==> src/rtl/xorshift_stream.sv <==
// Flow-controlled xorshift generator: each beat carries LANES consecutive generator
// outputs; commands reseed or continue from the held state, abort cancels, done pulses.
module xorshift_stream #(
  parameter int WIDTH       = 32,
  parameter int LANES       = 4,
  parameter int COUNT_WIDTH = 16
) (
  input  logic                   clk,
  input  logic                   rst_n,
  input  logic                   start,
  input  logic [WIDTH-1:0]       seed,
  input  logic                   reuse_state,
  input  logic [COUNT_WIDTH-1:0] beat_count,
  input  logic                   abort,
  output logic [LANES*WIDTH-1:0] out_data,
  output logic                   out_valid,
  input  logic                   out_ready,
  output logic                   busy,
  output logic                   done
);

  localparam int SH_A = 13;
  localparam int SH_B = (WIDTH == 32) ? 17 : 7;
  localparam int SH_C = (WIDTH == 32) ? 5 : 17;
  localparam logic [WIDTH-1:0] GUARD = (WIDTH == 32) ? WIDTH'(32'h9E3779B9)
                                                     : WIDTH'(64'h9E3779B97F4A7C15);

  if (!(WIDTH == 32 || WIDTH == 64)) begin : g_bad_width
    $error("xorshift_stream: WIDTH must be 32 or 64");
  end
  if (LANES < 1 || LANES > 16) begin : g_bad_lanes
    $error("xorshift_stream: LANES must be in 1..16");
  end

  function automatic logic [WIDTH-1:0] xs_step(input logic [WIDTH-1:0] s);
    logic [WIDTH-1:0] t;
    t = s ^ (s << SH_A);
    t = t ^ (t >> SH_B);
    t = t ^ (t << SH_C);
    return t;
  endfunction

  // A zero state is a fixed point of xorshift, so it is never allowed into the generator.
  function automatic logic [WIDTH-1:0] guard_zero(input logic [WIDTH-1:0] s);
    return (s == {WIDTH{1'b0}}) ? GUARD : s;
  endfunction

  typedef enum logic [1:0] {
    ST_IDLE   = 2'd0,
    ST_LOAD   = 2'd1,
    ST_STREAM = 2'd2,
    ST_DONE   = 2'd3
  } state_e;

  state_e                 state_q, state_d;
  logic [WIDTH-1:0]       gen_q, gen_d, gen_adv_s;
  logic [COUNT_WIDTH-1:0] cnt_q, cnt_d;
  logic [LANES*WIDTH-1:0] data_q, data_d, beat_s;
  logic                   valid_q, valid_d;
  logic                   busy_q, busy_d;
  logic                   done_q, done_d;

  always_comb begin
    logic [WIDTH-1:0] w_v;
    w_v    = gen_q;
    beat_s = {(LANES*WIDTH){1'b0}};
    for (int i = 0; i < LANES; i++) begin
      w_v = xs_step(w_v);
      beat_s[i*WIDTH +: WIDTH] = w_v;
    end
    gen_adv_s = w_v;
  end

  always_comb begin
    state_d = state_q;
    gen_d   = gen_q;
    cnt_d   = cnt_q;
    data_d  = data_q;
    valid_d = valid_q;
    case (state_q)
      ST_IDLE: begin
        if (start && !abort) begin
          state_d = ST_LOAD;
          cnt_d   = beat_count;
          gen_d   = reuse_state ? guard_zero(gen_q) : guard_zero(seed);
        end else begin
          state_d = ST_IDLE;
        end
      end
      ST_LOAD: begin
        if (abort) begin
          state_d = ST_IDLE;
          valid_d = 1'b0;
        end else if (cnt_q == {COUNT_WIDTH{1'b0}}) begin
          state_d = ST_DONE;
        end else begin
          data_d  = beat_s;
          valid_d = 1'b1;
          gen_d   = gen_adv_s;
          cnt_d   = cnt_q - COUNT_WIDTH'(1);
          state_d = ST_STREAM;
        end
      end
      ST_STREAM: begin
        // cnt_q counts beats still to be presented after the one on the bus.
        if (abort) begin
          state_d = ST_IDLE;
          valid_d = 1'b0;
        end else if (valid_q && out_ready) begin
          if (cnt_q != {COUNT_WIDTH{1'b0}}) begin
            data_d = beat_s;
            gen_d  = gen_adv_s;
            cnt_d  = cnt_q - COUNT_WIDTH'(1);
          end else begin
            valid_d = 1'b0;
            state_d = ST_DONE;
          end
        end else begin
          state_d = ST_STREAM;
        end
      end
      ST_DONE: begin
        state_d = ST_IDLE;
        valid_d = 1'b0;
      end
      default: begin
        state_d = ST_IDLE;
        valid_d = 1'b0;
      end
    endcase
    busy_d = (state_d != ST_IDLE);
    done_d = (state_d == ST_DONE);
  end

  always_ff @(posedge clk) begin
    if (!rst_n) begin
      state_q <= ST_IDLE;
      gen_q   <= {WIDTH{1'b0}};
      cnt_q   <= {COUNT_WIDTH{1'b0}};
      data_q  <= {(LANES*WIDTH){1'b0}};
      valid_q <= 1'b0;
      busy_q  <= 1'b0;
      done_q  <= 1'b0;
    end else begin
      state_q <= state_d;
      gen_q   <= gen_d;
      cnt_q   <= cnt_d;
      data_q  <= data_d;
      valid_q <= valid_d;
      busy_q  <= busy_d;
      done_q  <= done_d;
    end
  end

  assign out_data  = data_q;
  assign out_valid = valid_q;
  assign busy      = busy_q;
  assign done      = done_q;

endmodule

==> config.mk <==
export PLATFORM = sky130hd
export DESIGN_NAME = xorshift_stream
export DESIGN_NICKNAME = d
export VERILOG_FILES = /design/src/rtl/xorshift_stream.sv
export SDC_FILE = /design/constraint.sdc
export NUM_CORES = 1
export LEC_CHECK = 0
export CORE_MARGIN = 2
export CORE_UTILIZATION = 53
export CTS_CLUSTER_DIAMETER = 150
export DETAILED_ROUTE_END_ITERATION = 10
export GPL_TIMING_DRIVEN = 1
export PLACE_DENSITY = 0.79
export SYNTH_ARGS = -nofsm -noshare
export SYNTH_HDL_FRONTEND = slang
export SYNTH_SLANG_ARGS = --single-unit
==> constraint.sdc <==
create_clock -name clk -period 10.1 [get_ports clk]
set_input_delay 2.02 -clock clk [delete_from_list [all_inputs] [get_ports clk]]
set_output_delay 2.02 -clock clk [all_outputs]
set_load 0.01 [all_outputs]
== Word level (Yosys, flattened, before mapping) ==
Cells that the tools add are included.

* Register bits after elaboration: 181
* Latch bits: 0
* RAM bits: 0
* ROM bits: 0
* Output and inout bits: 131
* Word-level logic and storage cells: 86
* Memories: 0

* $add $sub $neg: 1
* Multiply operators: 0
* Div/mod/pow operators: 0
* Order comparisons: 0
* Eq/ne operators: 14
* Shift-type cells: 0
* Muxes and demuxes: 36
* Bitwise operators: 12
* Reduce and logical (&&, ||, !) cells: 16

{| class="wikitable"
|+ Operators with widths
! kind !! number
|-
| two-way mux 128 bit || 5
|-
| two-way mux 32 bit || 9
|-
| case mux 128 bit (2 select lines) || 1
|-
| bitwise XOR 32 bit || 8
|-
| bitwise XOR 32 x 15 -> 32 bit || 4
|-
| two-way mux 16 bit || 6
|-
| case mux 32 bit (3 select lines) || 1
|-
| logical NOT 32 bit || 2
|-
| case mux 16 bit (3 select lines) || 1
|-
| logical NOT 16 bit || 1
|-
| nonzero test 16 bit || 1
|-
| subtractor 16 x 1 -> 16 bit (second input constant) || 1
|-
| inequality test 2 bit (second input constant) || 6
|-
| inequality test 3 bit (second input constant) || 4
|-
| two-way mux 2 bit || 4
|-
| case mux 2 bit (4 select lines) || 1
|-
| AND reduction 8 bit || 1
|-
| two-way mux 1 bit || 7
|-
| AND reduction 7 bit || 1
|-
| equality test 2 bit (second input constant) || 3
|-
| AND reduction 6 bit || 1
|-
| nonzero test 3 bit || 2
|-
| AND reduction 4 bit || 1
|-
| nonzero test 2 bit || 2
|-
| other kinds (5) || 6
|}

== Depth between registers and ports, before layout ==
* Depth in word-level cells: 16
* Gate-level depth with buffers: 12
* Gate-level depth less buffers: 10

== Worst setup path after synthesis ==
OpenSTA, ideal clock, no wires.

* Kind: input-to-reg
* Start point: input abort
* End point: register gen_q[22]
* Library setup time: 116 ps
* Arrival time: 3636 ps
* Data required time: 9984 ps
* Path slack: 6348 ps
* Stages on the path: 8
* Buffers on the path: 2
* Path through: inv_1 a21boi_0 a2111o_1 or2_2 clkbuf_1 clkbuf_1 a221o_1 o211a_1

* Word-level cells in the longest chain between the ends: 4
* Elaborated cells between the ends (all ways): 6
* Classes of those cells: eq/ne: 3; reduce/logical: 3

{| class="wikitable"
|+ Ends and longest elaborated chain
! what !! line !! text
|-
| from (decl) || 14 || <nowiki>input logic abort,</nowiki>
|-
| logical NOT 1 bit || 82 || <nowiki>if (start && !abort) begin</nowiki>
|-
| logical AND 1 bit || 82 ||
|-
| inequality test 2 bit (no source line) || -- ||
|-
| AND reduction 8 bit (no source line) (*) || -- ||
|-
| to (signal assigned) || 138 || <nowiki>gen_q <= {WIDTH{1'b0}};</nowiki>
|-
| to (signal assigned) || 146 || <nowiki>gen_q <= gen_d;</nowiki>
|-
| to (decl) || 56 || <nowiki>logic [WIDTH-1:0] gen_q, gen_d, gen_adv_s;</nowiki>
|}

Mark *: on every way between the ends. The rest lies on a longest branch, timed or not.
A chain may end at the register's enable or synchronous reset.

== Worst setup path in the final report ==
* Start point: input abort
* End point: register gen_q[8]

The elaborated chain is that of the path after synthesis.

==> flow_summary.json <==
{
  "starting_density_of_the_core": 0.539,
  "ctsRootBufferMaster": "sky130_fd_sc_hd__clkbuf_16",
  "vias": 9151,
  "worstSetupStartpointType": "input port",
  "route.detailed.vias_per_inst": 5.80,
  "fin_worst_skew_ns": 0.0135,
  "number_of_distinct_library_cells_after_synthesis": 65,
  "critical_path_cell_by_cell": "clkdlybuf4s50_1 > inv_1 > a21boi_0 > a2111o_1 > nor2_1 > o211ai_1 > a21oi_1 > a31o_2",
  "ys_seq_elements": 181,
  "core_area_um2": 21000,
  "crit-reg2reg-capture": "out_data[103]",
  "antenna_found_initial": 0,
  "timing.hold.worst.class": "register to register",
  "slowest_delay_ns": 1.06,
  "cts_setup_buffers": 0,
  "reg2reg_setup_slack_ns": 5.74,
  "ys_seq_area_frac": 0.320,
  "final_core_util": 0.652,
  "timing.setup.tns_ns": 0,
  "clkSinkCount": 181,
  "ys.flop_type": "sky130_fd_sc_hd__dfxtp_1",
  "hold_path_startpoint": "out_data[111]",
  "maxSlewHeadroom": 0.201,
  "antenna_cells_inserted": 0,
  "timing.reg2reg.worst_path_depth": 8,
  "r2r-start": "gen_q[14]",
  "path_clk_slew_ns": 0.07,
  "cts-htree-levels": 4,
  "wirelength_um": 33100,
  "finalNetCount": 1350,
  "ctsLongestPathBuffers": 2,
  "placed_cells_incl_taps": 1546,
  "wl_per_cell_um": 21.0,
  "final.period_utilization": 0.477,
  "setup_violations": 0,
  "first_global_vias": 8868,
  "cts_hold_buf": 0,
  "layout.cells.non_filler": 1577,
  "clock.fmax_mhz": 208,
  "yosysTopAreaCell": "sky130_fd_sc_hd__dfxtp_1",
  "drc": 0,
  "die_h_um": 150,
  "fp.dieArea_um2": 22600,
  "syn_area_um2": 11300,
  "first_pass_grt_wire_length_um": 50500,
  "grt_max_degree": 112,
  "critical_path_peak_fanout": 34,
  "whs_endpoint": "out_data[111]",
  "use_met2": 0.462,
  "dp.final_hpwl_um": 24100,
  "worst_path_max_delay_cell": "sky130_fd_sc_hd__nor2_1",
  "cts-buffers-inserted": 17,
  "groute.layer.met1.usage": 0.392,
  "total_count_of_hold_check_failures_in_the_final_report": 0,
  "status": "completed",
  "unrepaired_setup_endpoints_after_global_routing": "false",
  "post_cts_resize_count": 0,
  "die-width_um": 150,
  "synth-async-reset-ratio": 0,
  "io_buffer_count": 184,
  "synth_warnings": 0,
  "critical_path.endpoint_type": "register",
  "globalRoute.totalOverflow": 0,
  "critical_path_required_ns": 10.49,
  "layout_cell_share_with_drive_strength_beyond_1": 0.0699,
  "mappedNetlistNets": 1239,
  "placementRows": 53,
  "post_synth_main_area_contributors": "sky130_fd_sc_hd__dfxtp_1 32%, sky130_fd_sc_hd__xnor2_1 10%, sky130_fd_sc_hd__xnor3_1 8.5%, sky130_fd_sc_hd__nand2_1 5.9%, sky130_fd_sc_hd__o211a_1 4.9%",
  "grtUsageMet3": 0.0785,
  "critical_path_class": "input port to register",
  "synth_enable_flop_cells": 0,
  "area_growth_pct": 20.8,
  "syn_area_per_cell_um2": 9.62,
  "io_pins": 185,
  "gate_count_of_the_mapped_netlist": 1179,
  "slew_violations": 0,
  "timing.critical_path.arrival_ns": 5.21,
  "timing_worst_slew_pin_value_ns": 1.19,
  "yosysTopAreaCellShare": 0.320,
  "detail-route-antenna-nets": 0,
  "detailedRoute.firstPassIterationCount": 5,
  "hold_depth": 2,
  "routabilityCongestion": 0.982,
  "finalCriticalPeriod_ns": 4.82,
  "worst_skew_pair_latency_ns": 0.45,
  "cts_tree": "yes",
  "drt_first_iter_violations": 793,
  "maxCapViolations": 0,
  "globalRouteTotalUtil": 0.297,
  "grt_busiest_layer": "met2"
}
-- worst max path at each step --
stage | startpoint | endpoint | slack, ns | cells past startpoint
global route | abort | gen_q[8] | 4.99 | 8
detailed placement | abort | gen_q[8] | 4.94 | 8
global placement | abort | gen_q[8] | 5.01 | 8
finish | abort | gen_q[8] | 5.28 | 8
floorplan | abort | gen_q[22] | 6.35 | 8
CTS | abort | gen_q[8] | 5.39 | 8
-- layout make-up --
cell class              instances  area, um2
well taps                     275        344
multi-input cells             891       7270
repair buffers                190       1880
clock buffers                  18        429
fillers                      1700       7320
clock inverters                13        115
flip-flops and latches        181       3620
inverters                       9       33.8
-- logic make-up (layout without fill, tap and decap cells) --
logic type,count (synthesis),after routing,share of synthesized area
AND/OR/NAND/NOR,348,348,0.137
XOR/XNOR,286,286,0.324
AO/OA/AOI/OAI,247,247,0.169
multiplexers,4,4,0.00353
buffers and inverters,107,230,0.0399
flip-flops,181,181,0.320
adder cells (fa/ha/maj),6,6,0.00662
-- metrics by stage --
stage / hold slack, ns / area (um2) / setup slack [ns]
4_1_cts: 0.460 / 13700 / 5.39
3_3_place_gp: 0.448 / 13200 / 5.01
6_report: 0.458 / 13700 / 5.28
2_1_floorplan: 0.479 / 11300 / 6.35
5_1_grt: 0.480 / 13700 / 4.99
3_5_place_dp: 0.448 / 13200 / 4.94
-- registers in the layout (all words and copies together) (netlist names) --
| register | flops |
|---|---|
| out_data | 128 |
| gen_q | 32 |
| cnt_q | 16 |
| state_q | 2 |
| busy | 1 |
| done | 1 |
| out_valid | 1 |
-- layer usage --
layer  up-vias  routed length [um]
li1       4258                   -
met1      4401               14000
met2       394               15300
met3        98                2570
met4         0                1280
met5         -                   0
-- worst max-delay path: cells and delay by family --
family	cells	cell delay [ns]
and+or+nand+nor	1	1.06
buffers and inverters	2	0.58
AOI/OAI and AO/OA	5	1.53
-- Yosys cell counts (all sizes together) (2+ instances only) --
cell type  number
nand3           6
o2111a          2
o21ba           2
clkbuf         71
nor2b          10
xnor2         150
nor3            6
a22oi           2
nor2           71
o21ai          48
o211ai          4
nand2         179
or2             3
a31o            3
o211a          56
nand4           4
xnor3          50
buf            27
xor3           19
mux2i           4
nor4           22
and3            2
o221ai          2
nor3b           9
ha              6
xor2           67
a211o           8
a21boi         52
a211oi          6
a221o           2
inv             8
and2           32
a21oi          23
a221oi         10
a31oi          10
o221a          10
dfxtp         181
-- cell usage in the layout (no fill, tap or decap), types with 16 or more instances in the layout --
cell                              count
sky130_fd_sc_hd__and2_1              31
sky130_fd_sc_hd__o21ai_0             45
sky130_fd_sc_hd__xnor2_1            132
sky130_fd_sc_hd__nand2_1            178
sky130_fd_sc_hd__nor4_1              22
sky130_fd_sc_hd__xnor3_1             43
sky130_fd_sc_hd__a21oi_1             23
sky130_fd_sc_hd__xnor2_2             17
sky130_fd_sc_hd__o211a_1             56
sky130_fd_sc_hd__clkdlybuf4s50_1    183
sky130_fd_sc_hd__a21boi_0            36
sky130_fd_sc_hd__dfxtp_1            181
sky130_fd_sc_hd__clkbuf_16           17
sky130_fd_sc_hd__a21boi_1            16
sky130_fd_sc_hd__xor2_1              64
sky130_fd_sc_hd__nor2_1              71
Power is left out: the tool's default activity adds up to more than one toggle a clock period on the data nets, which glitch-free logic cannot reach.
